**src/rtl/odd_parity_serial_tx.sv**
```systemverilog
// odd_parity_serial_tx: frames 4-bit nibbles as start, d0..d3, odd parity, stop
// on a single idle-high wire, each bit held CLKS_PER_BIT clocks.
`default_nettype none

module odd_parity_serial_tx #(
  parameter int CLKS_PER_BIT = 4
) (
  input  logic       clk,
  input  logic       rst,
  input  logic [3:0] in_data,
  input  logic       in_valid,
  output logic       in_ready,
  output logic       tx,
  output logic       busy,
  output logic       done
);

  localparam int CW = (CLKS_PER_BIT > 1) ? $clog2(CLKS_PER_BIT) : 1;
  localparam logic [CW-1:0] LAST_CNT = CW'(CLKS_PER_BIT - 1);

  typedef enum logic [2:0] {
    S_IDLE   = 3'd0,
    S_START  = 3'd1,
    S_DATA   = 3'd2,
    S_PARITY = 3'd3,
    S_STOP   = 3'd4
  } state_t;

  state_t        state_q, state_d;
  logic [CW-1:0] cnt_q, cnt_d;
  logic [1:0]    bit_q, bit_d;
  logic [3:0]    shift_q, shift_d;
  logic          par_q, par_d;
  logic          tx_q, tx_d;
  logic          ready_q, ready_d;
  logic          busy_q, busy_d;
  logic          done_q, done_d;
  logic          bit_end;

  always_ff @(posedge clk) begin
    if (rst) begin
      state_q <= S_IDLE;
      cnt_q   <= '0;
      bit_q   <= '0;
      shift_q <= '0;
      par_q   <= 1'b0;
      tx_q    <= 1'b1;
      ready_q <= 1'b1;
      busy_q  <= 1'b0;
      done_q  <= 1'b0;
    end else begin
      state_q <= state_d;
      cnt_q   <= cnt_d;
      bit_q   <= bit_d;
      shift_q <= shift_d;
      par_q   <= par_d;
      tx_q    <= tx_d;
      ready_q <= ready_d;
      busy_q  <= busy_d;
      done_q  <= done_d;
    end
  end

  // tx_d always carries the value for the next bit slot, so tx is a pure flop.
  always_comb begin
    state_d = state_q;
    bit_d   = bit_q;
    shift_d = shift_q;
    par_d   = par_q;
    tx_d    = tx_q;
    ready_d = ready_q;
    busy_d  = busy_q;
    done_d  = 1'b0;
    bit_end = (cnt_q == LAST_CNT);
    cnt_d   = bit_end ? '0 : cnt_q + 1'b1;

    case (state_q)
      S_IDLE: begin
        cnt_d   = '0;
        bit_d   = '0;
        tx_d    = 1'b1;
        ready_d = 1'b1;
        busy_d  = 1'b0;
        if (in_valid && ready_q) begin
          shift_d = in_data;
          par_d   = ~^in_data;
          state_d = S_START;
          tx_d    = 1'b0;
          ready_d = 1'b0;
          busy_d  = 1'b1;
        end
      end
      S_START: begin
        if (bit_end) begin
          state_d = S_DATA;
          tx_d    = shift_q[0];
          shift_d = shift_q >> 1;
          bit_d   = 2'd0;
        end
      end
      S_DATA: begin
        if (bit_end) begin
          if (bit_q == 2'd3) begin
            state_d = S_PARITY;
            tx_d    = par_q;
          end else begin
            tx_d    = shift_q[0];
            shift_d = shift_q >> 1;
            bit_d   = bit_q + 2'd1;
          end
        end
      end
      S_PARITY: begin
        if (bit_end) begin
          state_d = S_STOP;
          tx_d    = 1'b1;
        end
      end
      S_STOP: begin
        if (bit_end) begin
          state_d = S_IDLE;
          tx_d    = 1'b1;
          ready_d = 1'b1;
          busy_d  = 1'b0;
          done_d  = 1'b1;
        end
      end
      default: begin
        state_d = S_IDLE;
        cnt_d   = '0;
        tx_d    = 1'b1;
        ready_d = 1'b1;
        busy_d  = 1'b0;
      end
    endcase
  end

  assign in_ready = ready_q;
  assign tx       = tx_q;
  assign busy     = busy_q;
  assign done     = done_q;

endmodule

`default_nettype wire

```
**config.mk**
```make
export PLATFORM = sky130hd
export DESIGN_NAME = odd_parity_serial_tx
export DESIGN_NICKNAME = d
export VERILOG_FILES = /design/src/rtl/odd_parity_serial_tx.sv
export SDC_FILE = /design/constraint.sdc
export NUM_CORES = 1
export LEC_CHECK = 0
export ABC_CLOCK_PERIOD_IN_PS = 2200
export BUFFER_PORTS_ARGS = -buffer_cell sky130_fd_sc_hd__buf_4
export CAP_MARGIN = 20
export CORE_MARGIN = 5
export CORE_UTILIZATION = 50
export DETAILED_ROUTE_END_ITERATION = 12
export HOLD_SLACK_MARGIN = 0.05
export PLACE_DENSITY_LB_ADDON = 0.05
export SYNTH_ARGS = -nofsm -noshare
export SYNTH_HDL_FRONTEND = slang
export SYNTH_SLANG_ARGS = --single-unit
```
**constraint.sdc**
```tcl
create_clock -name clk -period 2.2 [get_ports clk]
set_input_delay 0.22 -clock clk [delete_from_list [all_inputs] [get_ports clk]]
set_output_delay 0.22 -clock clk [all_outputs]
set_load 0.05 [all_outputs]
```
==> reports/metrics.yaml <==
status:
  status: "complete, no violations"
layout:
  drive_gt1_share_pct: 21.2
  nets: 109
  final.fill_count: 136
  syn2layout_area_growth_pct: 13.6
  n_antenna_cell: 0
sta:
  worst_slack_ns: 0.414
  hold_violations: 0
  drv_slew: 0
  fin_crit_sh_pct: 81.2
  setup_tns_ns: 0
  timing.slew.headroom_pct: 65.9
  rsz0062_at_grt: "no"
  period_minus_slack_ns: 1.79
  report.final.setup_viol: 0
  fin_skew_ns: 0.00400
  tightest_slew_ns: 0.510
  clock.fmax_mhz: 560
die:
  dieArea_um2: 2550
  start_util_pct: 53.9
  num_io_pins: 11
  core-area_um2: 1520
  row_count: 14
  die_h_um: 50.5
  die_w_um: 50.5
setup_path:
  path_class: "flop to flop"
  path_cells: "ha_1 > or3b_1 > a211o_1 > and4_4 > a41o_1"
  end_kind: "flop"
  cp_num_buf_inv: 0
  cp_top_family: "simple AND/OR/NAND/NOR gates"
  cp_max_fo: 4
  r2r-start: "bit_q[0]"
  r2r_slack_ns: 0.41
  r2r.worst_path.cells: 5
  crit_required_ns: 2.40
  worstReg2RegEnd: "shift_q[3]"
  cpMaxStageDelayCell: "or3b_1"
  slowest_delay_ns: 0.39
  worst_setup_path_start_kind: "flop"
  arrival_ns: 1.98
yosys:
  yosys-top-cells-count: "dfxtp_1 (16), a21oi_1 (7), mux2i_1 (5), nor2_1 (5), o21ai_0 (5)"
  ys_seq_area_share_pct: 39.0
  synth_largest_area_cell: "dfxtp_1"
  synth.top_cells.by_area: "dfxtp_1 (39%), mux2i_1 (6.1%), a21oi_1 (4.3%)"
  synth_most_common_cell: "dfxtp_1"
  ys.flop_type: "dfxtp_1"
  synth_area_per_cell_um2: 9.22
  postSynthCellCount: 89
  syn-num-nets: 98
  synth.distinct_cells: 38
  syn-cell-area_um2: 821
  synth_top_area_share_pct: 39.0
  ys_ff_latch: 16
  async_reset_ff_share_pct: 0
  yosysWarnings: 0
  synth_enable_flop_cells: 0
grt:
  grt_pass1_vias: 643
  grtUsageTotal_pct: 16.0
  grt_overflow: 0
  grt_pass1_wl_um: 3080
  grt_max_degree: 16
  antenna_found_initial: 0
clock_tree:
  cts_tree: "done"
  cts-htree-levels: 1
  clockBufferDepth: 2
  cts_inserted_buffers: 3
  hold_buffers: 0
  post_cts_buffers: 0
  cts.repair.resized: 0
  cts.reportedPaths.clkPinSlew_ns: 0.10
  cts_root_buf: "clkbuf_4"
  numClockSinks: 16
  insertion_delay_ns: 0.30
worst_hold_path:
  min_to: "bit_q[1]"
  holdCritPathClass: "input pin to flop"
  min_from: "rst"
  min_path_cells: 2
pwr:
  peakVddDrop_v: 0.000497
  total_power_mw: 0.657
  p_leak_nw: 0.391
  powerDensity_nw_per_um2: 705
route:
  avgRoutedWirePerCell_um: 15.0
  drtAntennaViolNets: 0
  drt-vias-per-instance: 5.83
  vias: 670
  initialDrtViolationCount: 40
  dr.pass1.iters: 6
  drc: 0
  wl_um: 1730
placed_design:
  post-place-ws_ns: 0.465
  hpwl_um: 1240
  gp_congestion: 0.824
  portBuffers: 10
job:
  maxCapViolations: 0
==> metal layers <==
| metal | global-route usage, % | vias to the layer above | wire (um) |
|---|---|---|---|
| li1 | - | 344 | - |
| met1 | 22.3 | 302 | 843 |
| met2 | 22.7 | 21 | 784 |
| met3 | 3.85 | 3 | 74 |
| met4 | 7.66 | 0 | 24 |
| met5 | 0 | - | 0 |
==> logic make-up after synthesis <==
family | after synthesis | share of synthesized area (%)
mux | 6 | 7.47
fa+ha+maj | 2 | 3.05
compound gates | 23 | 18.3
buf+inv | 9 | 5.18
flops | 16 | 39.0
simple gates | 28 | 21.6
xor+xnor | 5 | 5.34
==> metrics by stage <==
| stage | cells | hold WS (ns) | utilization [%] | instance area (um^2) |
|---|---|---|---|---|
| after floorplan | 89 | 0.382 | - | 821 |
| after global placement | 111 | 0.410 | 58.8 | 896 |
| after detailed placement | 111 | 0.414 | 58.8 | 896 |
| after CTS | 115 | 0.159 | 61.2 | 932 |
| after global routing | 115 | 0.170 | 61.2 | 932 |
| final | 115 | 0.154 | 61.2 | 932 |
==> worst max path at each step <==
stage / start / endpoint / slack, ns / cells past startpoint
finish: bit_q[0] / shift_q[3] / 0.41 / 5
global placement: bit_q[0] / shift_q[3] / 0.49 / 5
floorplan: bit_q[0] / shift_q[3] / 0.53 / 5
CTS: bit_q[0] / shift_q[3] / 0.45 / 5
global route: bit_q[0] / shift_q[2] / 0.34 / 5
detailed placement: bit_q[0] / shift_q[3] / 0.46 / 5
==> state kept, by name (all words and copies together) (netlist names) <==
name      count
shift_q       4
state_q       3
bit_q         2
cnt_q         2
busy          1
done          1
in_ready      1
par_q         1
tx            1
==> layout by cell type (no fill, tap or decap), drive strengths merged, types with 2 or more instances in the layout <==
cell and n:
a211oi 2, a21oi 7, and4 2, buf 11, clkbuf 4, dfxtp 16, ha 2, inv 4
mux2i 5, nand2 4, nand4 2, nor2 6, nor2b 2, nor3 3, o21ai 6, o31ai 3
or4b 2, xnor2 4
==> cell type report <==
class | count | area [um^2] | area share (%)
Inverter | 4 | 15.0 | 1.61
Multi-Input combinational cell | 64 | 458 | 49.1
Clock buffer | 4 | 36.3 | 3.89
Sequential cell | 16 | 320 | 34.4
Timing Repair Buffer | 11 | 82.6 | 8.86
Tap cell | 16 | 20.0 | 2.15
==> worst reg2reg max path: cells and delay by family (launching register included) <==
kind | cells | cell delay [ns]
and+or+nand+nor | 2 | 0.59
AOI/OAI and AO/OA | 2 | 0.52
adders and majority gates | 1 | 0.24
DFF | 1 | 0.33
==> power by group <==
group	total, mW	internal, mW	switching, mW
combinational	0.127	0.0563	0.0709
sequential	0.328	0.310	0.0184
clock	0.201	0.101	0.100
Note: power is estimated with default switching activity, not from simulation.
